--- config.mk ---
export PLATFORM = sky130hd
export DESIGN_NAME = cmd_decoder_mc
export DESIGN_NICKNAME = d
export VERILOG_FILES = /design/src/rtl/cmd_pkg.sv /design/src/rtl/cmd_char_classify.sv /design/src/rtl/cmd_decoder_mc.sv
export SDC_FILE = /design/constraint.sdc
export NUM_CORES = 1
export LEC_CHECK = 0
export ABC_CLOCK_PERIOD_IN_PS = 2090
export CAP_MARGIN = 20
export CORE_UTILIZATION = 46
export CTS_BUF_LIST = sky130_fd_sc_hd__clkbuf_16
export DETAILED_ROUTE_END_ITERATION = 10
export PLACE_DENSITY = 0.86
export SLEW_MARGIN = 30
export SYNTH_ARGS = -nofsm -noshare
export SYNTH_HDL_FRONTEND = slang
export SYNTH_SLANG_ARGS = --single-unit
--- constraint.sdc ---
create_clock -name clk -period 2.09 [get_ports clk]
set_clock_uncertainty 0.05 [all_clocks]
set_input_delay 0.3135 -clock clk [delete_from_list [all_inputs] [get_ports clk]]
set_output_delay 0.3135 -clock clk [all_outputs]
set_load 0.01 [all_outputs]
--- src/rtl/cmd_pkg.sv ---
// Shared types and ASCII constants for the serial command decoder.
// Consumed by cmd_char_classify and cmd_decoder_mc.
package cmd_pkg;

  typedef enum logic [1:0] {
    ST_IDLE = 2'd0,
    ST_READ = 2'd1,
    ST_ECHO = 2'd2
  } state_e;

  typedef enum logic [2:0] {
    CLS_RUN    = 3'd0,
    CLS_CLEAR  = 3'd1,
    CLS_MODE   = 3'd2,
    CLS_STOP   = 3'd3,
    CLS_DIGIT  = 3'd4,
    CLS_ALL    = 3'd5,
    CLS_IGNORE = 3'd6,
    CLS_BAD    = 3'd7
  } cmd_class_e;

  localparam logic [7:0] CH_R    = 8'h72;
  localparam logic [7:0] CH_C    = 8'h63;
  localparam logic [7:0] CH_M    = 8'h6D;
  localparam logic [7:0] CH_X    = 8'h78;
  localparam logic [7:0] CH_STAR = 8'h2A;
  localparam logic [7:0] CH_ZERO = 8'h30;
  localparam logic [7:0] CH_CR   = 8'h0D;
  localparam logic [7:0] CH_LF   = 8'h0A;

  // Folds 'A'..'Z' onto 'a'..'z'; every other byte passes through.
  function automatic logic [7:0] to_lower(input logic [7:0] c);
    logic [7:0] r;
    if (c >= 8'h41 && c <= 8'h5A) begin
      r = c | 8'h20;
    end else begin
      r = c;
    end
    return r;
  endfunction

endpackage

--- src/rtl/cmd_char_classify.sv ---
// Combinational byte classifier: command class plus digit value.
// The digit value is meaningful only when the class is CLS_DIGIT.
module cmd_char_classify
  import cmd_pkg::*;
(
  input  logic [7:0] data_i,
  output cmd_class_e cls_o,
  output logic [2:0] digit_o
);

  logic [7:0] lc_s;

  // Map one byte to its command class
  always_comb begin
    lc_s    = to_lower(data_i);
    digit_o = lc_s[2:0];
    cls_o   = CLS_BAD;
    if (lc_s >= CH_ZERO && lc_s <= (CH_ZERO + 8'd7)) begin
      cls_o = CLS_DIGIT;
    end else begin
      case (lc_s)
        CH_R:    cls_o = CLS_RUN;
        CH_C:    cls_o = CLS_CLEAR;
        CH_M:    cls_o = CLS_MODE;
        CH_X:    cls_o = CLS_STOP;
        CH_STAR: cls_o = CLS_ALL;
        CH_CR:   cls_o = CLS_IGNORE;
        CH_LF:   cls_o = CLS_IGNORE;
        default: cls_o = CLS_BAD;
      endcase
    end
  end

endmodule

--- src/rtl/cmd_decoder_mc.sv ---
// Byte-command decoder driving NUM_CH counter-channel controls from an RX FIFO.
// Define CMD_ECHO_EN to echo every popped byte to the TX FIFO.
module cmd_decoder_mc
  import cmd_pkg::*;
#(
  parameter int NUM_CH = 4,
  parameter int ERR_W  = 8
) (
  input  logic              clk,
  input  logic              rst_n,
  input  logic              rx_empty,
  input  logic [7:0]        rx_rdata,
  output logic              rx_pop,
  input  logic              tx_full,
  output logic              tx_push,
  output logic [7:0]        tx_wdata,
  output logic [NUM_CH-1:0] run_en,
  output logic [NUM_CH-1:0] clear_pulse,
  output logic [NUM_CH-1:0] mode,
  output logic [2:0]        sel_ch,
  output logic              sel_all,
  output logic [ERR_W-1:0]  err_cnt
);

  localparam logic [3:0]       NUM_CH_L = 4'(NUM_CH);
  localparam logic [ERR_W-1:0] ERR_ONE  = ERR_W'(1);

  state_e            state_q, state_d;
  logic [NUM_CH-1:0] run_en_q, run_en_d;
  logic [NUM_CH-1:0] mode_q, mode_d;
  logic [NUM_CH-1:0] clear_q, clear_d;
  logic [NUM_CH-1:0] tgt_s;
  logic [2:0]        sel_ch_q, sel_ch_d;
  logic              sel_all_q, sel_all_d;
  logic [ERR_W-1:0]  err_q, err_d, err_sat_s;
  logic [7:0]        tx_wdata_q, tx_wdata_d;
  cmd_class_e        cls_s;
  logic [2:0]        dig_s;

`ifndef CMD_ECHO_EN
  logic unused_tx_full_s;
  assign unused_tx_full_s = tx_full;
`endif

  cmd_char_classify u_classify (
    .data_i  (rx_rdata),
    .cls_o   (cls_s),
    .digit_o (dig_s)
  );

  // Sequencing: pop in IDLE, decode in READ, optional echo handshake
  always_comb begin
    state_d = state_q;
    rx_pop  = 1'b0;
    tx_push = 1'b0;
    case (state_q)
      ST_IDLE: begin
        // rst_n gate keeps the strobe low while reset is held
        if (!rx_empty && rst_n) begin
          rx_pop  = 1'b1;
          state_d = ST_READ;
        end else begin
          state_d = ST_IDLE;
        end
      end
`ifdef CMD_ECHO_EN
      ST_READ: state_d = ST_ECHO;
      ST_ECHO: begin
        if (!tx_full) begin
          tx_push = 1'b1;
          state_d = ST_IDLE;
        end else begin
          state_d = ST_ECHO;
        end
      end
`else
      ST_READ: state_d = ST_IDLE;
`endif
      default: state_d = ST_IDLE;
    endcase
  end

  // Channels addressed by r/c/m under the current selection
  always_comb begin
    tgt_s = '0;
    for (int i = 0; i < NUM_CH; i++) begin
      tgt_s[i] = sel_all_q || (sel_ch_q == 3'(i));
    end
    err_sat_s = (err_q == '1) ? err_q : (err_q + ERR_ONE);
  end

  // Command decode; results register at the end of READ
  always_comb begin
    run_en_d   = run_en_q;
    mode_d     = mode_q;
    clear_d    = '0;
    sel_ch_d   = sel_ch_q;
    sel_all_d  = sel_all_q;
    err_d      = err_q;
    tx_wdata_d = tx_wdata_q;
    if (state_q == ST_READ) begin
`ifdef CMD_ECHO_EN
      tx_wdata_d = rx_rdata;
`endif
      case (cls_s)
        CLS_RUN:    run_en_d  = run_en_q ^ tgt_s;
        CLS_CLEAR:  clear_d   = tgt_s;
        CLS_MODE:   mode_d    = mode_q ^ tgt_s;
        CLS_STOP:   run_en_d  = '0;
        CLS_ALL:    sel_all_d = 1'b1;
        CLS_IGNORE: err_d     = err_q;
        CLS_DIGIT: begin
          if ({1'b0, dig_s} < NUM_CH_L) begin
            sel_ch_d  = dig_s;
            sel_all_d = 1'b0;
          end else begin
            err_d = err_sat_s;
          end
        end
        default:    err_d     = err_sat_s;
      endcase
    end else begin
      clear_d = '0;
    end
  end

  // State and output registers
  always_ff @(posedge clk or negedge rst_n) begin
    if (!rst_n) begin
      state_q    <= ST_IDLE;
      run_en_q   <= '0;
      mode_q     <= '0;
      clear_q    <= '0;
      sel_ch_q   <= 3'd0;
      sel_all_q  <= 1'b0;
      err_q      <= '0;
      tx_wdata_q <= 8'h00;
    end else begin
      state_q    <= state_d;
      run_en_q   <= run_en_d;
      mode_q     <= mode_d;
      clear_q    <= clear_d;
      sel_ch_q   <= sel_ch_d;
      sel_all_q  <= sel_all_d;
      err_q      <= err_d;
      tx_wdata_q <= tx_wdata_d;
    end
  end

  assign run_en      = run_en_q;
  assign mode        = mode_q;
  assign clear_pulse = clear_q;
  assign sel_ch      = sel_ch_q;
  assign sel_all     = sel_all_q;
  assign err_cnt     = err_q;
  assign tx_wdata    = tx_wdata_q;

endmodule

# Word-level counts from Yosys, hierarchy flattened

Index checks and enable logic that the tools add are counted.
W data, S select, Z words.

Bits of input ports: 12
Bits in writable memories: 0
Register bits after elaboration: 26
Latch bits: 0
Logic and storage cells: 71
Memories kept: 0
Output and inout bits: 34
Bits in read-only memories: 0

Bitwise operators: 3
Add/sub/neg operators: 1
Reductions and logical operators: 20
Multiplexer cells: 15
Order comparisons: 5
$mul: 0
Shift operators: 0
Div/mod/pow operators: 0
Equality and inequality tests: 20

Operator list:

| kind                  | count |
|---|---|
| $eq A8 B7 Y1 const B  | 4 |
| $pmux W3 S6           | 1 |
| $eq A8 B4 Y1 const B  | 2 |
| $mux W8               | 2 |
| $pmux W8 S2           | 1 |
| $eq A3 B2 Y1 const B  | 4 |
| $eq A3 B3 Y1 const B  | 3 |
| $reduce_and A3 Y1     | 3 |
| $add A8 B1 Y8 const B | 1 |
| $eq A8 B6 Y1 const B  | 1 |
| $eq A8 B8 Y1 const B  | 1 |
| $ge A8 B6 Y1 const B  | 1 |
| $ge A8 B7 Y1 const B  | 1 |
| $le A8 B6 Y1 const B  | 1 |
| $le A8 B7 Y1 const B  | 1 |
| $mux W4               | 2 |
| $pmux W4 S2           | 1 |
| $xor A4 B4 Y4         | 2 |
| $eq A3 B1 Y1 const B  | 2 |
| $logic_not A3 Y1      | 2 |
| $mux W6               | 1 |
| $reduce_or A6 Y1      | 1 |
| $logic_or A1 B1 Y1    | 4 |
| $mux W1               | 4 |
| 13 further kinds      | 18 |

# Logic depth before layout (Yosys ltp)

Depth after elaboration: 11
Mapped depth: 7
Depth with buffers taken out: 6

# Cells and area by module

From an unflattened synthesis, not the netlist that was laid out.

Cells, all modules: 162
Area, all modules: 1,551.5 µm²

By module, submodules not included:

| module            | seq. area each (µm²) | times used | cells each | area an instance (µm²) |
|---|---|---|---|---|
| cmd_decoder_mc    | 625.6                | 1          | 124        | 1,280.0 |
| cmd_char_classify | 0.0                  | 1          | 38         | 271.5 |

# Worst setup path before layout

OpenSTA, ideal clock, no wires.

Kind: input to register
From: input port rx_rdata[1]
To: register sel_ch_q[1], in the netlist sel_ch[1]
Stages on the path: 6
Arrival: 1.770 ns
Setup slack: 0.145 ns
Required time: 1.915 ns
Buffers on the path: 1
Library setup time: 0.125 ns
Cell sequence: buf_6 -> nor4b_4 -> o211a_1 -> or3_4 -> or3_4 -> mux2_4

Cells in the longest elaborated chain, start to end: 9
Elaborated cells between the ends (all ways): 20
Those cells by class: order compare (5); eq/ne (8); mux (3); reduce/logical (4)

RTL lines:

| item                                         | line                    | source |
|---|---|---|
| start, declared                              | cmd_decoder_mc.sv:12    | `input logic [7:0] rx_rdata,` |
| $ge A8 B7 Y1 or $le A8 B7 Y1 (tied branches) | cmd_pkg.sv:34           | `if (c >= 8'h41 && c <= 8'h5A) begin` |
| $logic_and A1 B1 Y1                          | cmd_pkg.sv:34           |  |
| $mux W6 *                                    | cmd_pkg.sv:34           |  |
| $eq A8 B4 Y1                                 | cmd_char_classify.sv:21 | `case (lc_s)` |
| $reduce_or A2 Y1 (no line)                   | -                       |  |
| $pmux W3 S6                                  | cmd_char_classify.sv:21 |  |
| $mux W3                                      | cmd_char_classify.sv:18 | `if (lc_s >= CH_ZERO && lc_s <= (CH_ZERO + 8'd7)) begin` |
| $eq A3 B3 Y1                                 | cmd_decoder_mc.sv:105   | `case (cls_s)` |
| $reduce_and A3 Y1 (no line)                  | -                       |  |
| end signal, assigned                         | cmd_decoder_mc.sv:143   | `sel_ch_q <= sel_ch_d;` |
| end, declared                                | cmd_decoder_mc.sv:33    | `logic [2:0] sel_ch_q, sel_ch_d;` |

Every way passes the cells marked *; elsewhere a longest branch is shown, timed or not.
A chain may end at the register's enable or synchronous reset.

# Final worst setup path

From: input port rx_rdata[2]
To: register err_q[5], in the netlist err_cnt[5]

Cells in the longest elaborated chain, start to end: 11
Elaborated cells between the ends (all ways): 30
Those cells by class: order compare (5); eq/ne (14); mux (4); bitwise (1); reduce/logical (6)

RTL lines:

| item                                         | line                    | source |
|---|---|---|
| $ge A8 B7 Y1 or $le A8 B7 Y1 (tied branches) | cmd_pkg.sv:34           |  |
| $logic_and A1 B1 Y1                          | cmd_pkg.sv:34           |  |
| $mux W6 *                                    | cmd_pkg.sv:34           |  |
| $eq A8 B4 Y1                                 | cmd_char_classify.sv:21 |  |
| $reduce_or A2 Y1 (no line)                   | -                       |  |
| $pmux W3 S6                                  | cmd_char_classify.sv:21 |  |
| $mux W3                                      | cmd_char_classify.sv:18 |  |
| $eq A3 B3 Y1 (tied with other cells)         | cmd_decoder_mc.sv:105   |  |
| $reduce_or A6 Y1 (no line)                   | -                       |  |
| $not A1 Y1 (no line)                         | -                       |  |
| $reduce_and A3 Y1 (no line)                  | -                       |  |
| end signal, assigned                         | cmd_decoder_mc.sv:145   | `err_q <= err_d;` |
| end, declared                                | cmd_decoder_mc.sv:35    | `logic [ERR_W-1:0] err_q, err_d, err_sat_s;` |

Marks and branches as above.

==> flow_metrics.tcl <==
set metrics [dict create \
    status "finished clean" \
    wire_per_inst_um 16.3 \
    clock_sinks 25 \
    ys_warn_count 0 \
    dp_hpwl_mm 2.59 \
    track_usage 0.248 \
    final_core_util 0.715 \
    dieArea_um2 3450 \
    grt_start_max_net_pins 26 \
    grt_overflow_total 0 \
    fmax_mhz 490 \
    vias 1471 \
    yosys-top-cells-area "dfrtp_1 42%, xnor2_1 6.5%, buf_4 5.6%, nor2_1 5.1%, nor3_1 3.4%" \
    grt_pass1_vias 1385 \
    drtIter0Drc 73 \
    critPathKind "in -> reg" \
    p_sw_frac 0.294 \
    fin_setup_tns_ns 0 \
    die_w_um 58.8 \
    synth_edf_count 0 \
    dp_slack_ns -0.510 \
    core-area_um2 3050 \
    cts_hold_buf 0 \
    synth_flop_cell "dfrtp_1" \
    dp.cells 247 \
    p_int_uw 1040 \
    start_kind "input pin" \
    cp_max_fo 8 \
    initial_core_util 0.485 \
    cp_common_cell "buf_6" \
    cp_top_family "compound AO/OA/AOI/OAI gates" \
    clkLatencyLatePin_ns 0.26 \
    path_buf_inv 4 \
    crit_slowest_cell "o31a_1" \
    path_clk_slew_ns 0.06 \
    netlist_area_um2 1480 \
    ant_nets 0 \
    ys_seq_elements 25 \
    hold_class "reg -> reg" \
    rr_worst_depth 6 \
    cts-htree-levels 1 \
    drv_cap 0 \
    critical_path_depth 10 \
    yosysTopAreaCell "dfrtp_1" \
    io_buffers 35 \
    worstPathArrival_ns 2.13 \
    critPathRequiredTime_ns 2.18 \
    endpoint_kind "register" \
    synthCells 150 \
    ioPinCount 46 \
    setup_ws_ns 0.0498 \
    worstPathCellList "dlygate4sd2_1 > buf_6 > buf_4 > a21oi_2 > nor3_2 > o31a_1 > a211oi_4 > buf_6 > nand4_1 > xnor2_1" \
    firstDrtPassIters 4 \
    crit_path_max_incr_delay_ns 0.34 \
    period_share 0.976 \
    hold_viol_final 0 \
    cts_tree "built" \
    synth.distinct_cells 44 \
    p_clk_frac 0.285 \
    p_per_area_nw_per_um2 676 \
    viasPerCell 5.68 \
    grt_antenna_before_repair 0 \
    fin_crit_ns 2.04 \
    drive_gt1_frac 0.284 \
    async_flop_share 1.00 \
    root_buffer "clkbuf_16" \
    wirelength_mm 4.21 \
    ir_drop_mv 0.459 \
    yosysTopAreaCellShare 0.422 \
    power.switching_uw 433 \
    seq_area_frac_synth 0.422 \
    gp_congestion 0.839 \
    slew_viol_final 0 \
    area_delta_synth_final_pct 47.4 \
    setup_viol 0 \
    postSynthAreaPerCell_um2 9.88 \
    power_leakage_uw 0.000996 \
    cts_buffers 3 \
    die_h_um 58.8 \
    pwr-share-comb 0.290 \
    power_frac_seq 0.426 \
    drcViolationCount 0 \
    grt_first_pass_wirelength_mm 6.35 \
    rows 20 \
    nets 229 \
    fin_cells 259 \
    final.fill_count 218 \
    holdPathStages 1 \
    num_antenna_cells 0 \
    cts_buffer_depth 2 \
]
metal layers:
| metal | wire length (um) | up-vias | share of wire | global-route usage |
|---|---|---|---|---|
| met5 | 0 | - | 0 | 0 |
| met2 | 2180 | 109 | 0.52 | 0.437 |
| met1 | 1480 | 694 | 0.35 | 0.288 |
| met3 | 358 | 29 | 0.085 | 0.0286 |
| li1 | - | 639 | - | - |
| met4 | 191 | 0 | 0.045 | 0.146 |
placed cells by master (no fill, tap or decap), types with 2 or more instances in the layout:
cell / n
nand4_1: 2
a21oi_1: 2
mux2_4: 2
nor4bb_1: 2
and3_1: 5
buf_4: 29
a21oi_2: 2
clkbuf_2: 3
nor3_1: 9
nor2_2: 2
buf_6: 3
nand3b_1: 3
nand2b_1: 2
o21ai_1: 2
or3_4: 2
nor4b_4: 2
dfrtp_1: 25
clkbuf_16: 3
inv_1: 3
xnor2_1: 11
nor2_1: 18
xor2_1: 4
nand3_1: 4
nand2_1: 8
conb_1: 9
dlygate4sd2_1: 4
clkdlybuf4s50_1: 27
worst paths after layout:
kind / startpoint / end / slack (ns)
setup / recovery: rx_rdata[2] / err_cnt[5]$_DFFE_PN0P_ / 0.05
hold / removal: mode[0]$_DFFE_PN0P_ / mode[0]$_DFFE_PN0P_ / 0.42
max in group asynchronous: rst_n / run_en[2]$_DFFE_PN0P_ / 1.27
hold reg to reg: mode[0]$_DFFE_PN0P_ / mode[0]$_DFFE_PN0P_ / 0.42
setup reg to reg: err_cnt[0]$_DFFE_PN0P_ / err_cnt[1]$_DFFE_PN0P_ / 0.25
min in group asynchronous: rst_n / sel_ch[0]$_DFFE_PN0P_ / 0.47
worst register-to-register path: cells and delay by family, from the launching register on:
family | cells | cell delay [ns]
AND/OR/NAND/NOR | 4 | 0.72
adder cells (fa/ha/maj) | 1 | 0.22
multiplexers | 1 | 0.31
flip-flops | 1 | 0.42
Yosys cell counts, drive strengths merged, types with 2 or more instances:
cell type	count
dfrtp	25
nor2	20
buf	14
xnor2	11
nor3	10
nand2	9
and3	5
a21oi	4
nand3	4
xor2	4
inv	3
nand3b	3
nor4b	3
o21ai	3
or3	3
a211oi	2
a31oi	2
mux2	2
nand2b	2
nand4	2
nor4	2
nor4bb	2
or3b	2
repair_timing:
item | 4_1_cts | 5_1_grt
pin swaps | 4 | 7
gates resized for setup | 16 | 17
endpoints found under the setup margin | 24 | 17
buffers inserted | 8 | 1
metrics by stage:
step	instance area (um^2)	hold slack, ns	total power, uW
floorplan	1510	-0.0321	829
global placement	1990	0.407	1020
detailed placement	1990	0.409	1040
CTS	2150	0.424	1470
global route	2180	0.432	1540
finish	2180	0.421	1480
power groups by stage:
| stage | combinational [uW] | sequential [uW] | clock [uW] |
|---|---|---|---|
| final | 427 | 628 | 420 |
| after global routing | 461 | 640 | 444 |
| after CTS | 418 | 626 | 422 |
| after detailed placement | 402 | 633 | 0 |
| after global placement | 392 | 630 | 0 |
| after floorplan | 179 | 650 | 0 |
cell type report:
class,instances,area (um^2),share of cell area
Clock inverter,1,5.00,0.00229
Sequential cell,25,626,0.287
Clock buffer,3,75.1,0.0344
Inverter,3,11.3,0.00516
Timing Repair Buffer,67,584,0.268
Multi-Input combinational cell,116,827,0.379
Tap cell,44,55.1,0.0252
state kept, by name, summed over array words and instances, names as in the netlist:
signal / count
state_q: 1
run_en: 4
clear_pulse: 4
sel_ch: 3
err_cnt: 8
sel_all: 1
mode: 4
logic make-up (layout without fill, tap and decap cells):
group,Yosys count,count (layout),share of synthesized area
xor gates and xnor gates,15,15,0.0887
muxes,2,2,0.0203
and+or+nand+nor,71,71,0.282
other,1,9,0.00253
AOI/OAI and AO/OA,18,18,0.0938
buffers and inverters,17,74,0.0819
adders and majority gates,1,1,0.00844
DFF,25,25,0.422
Note: power is estimated with default switching activity, not from simulation.
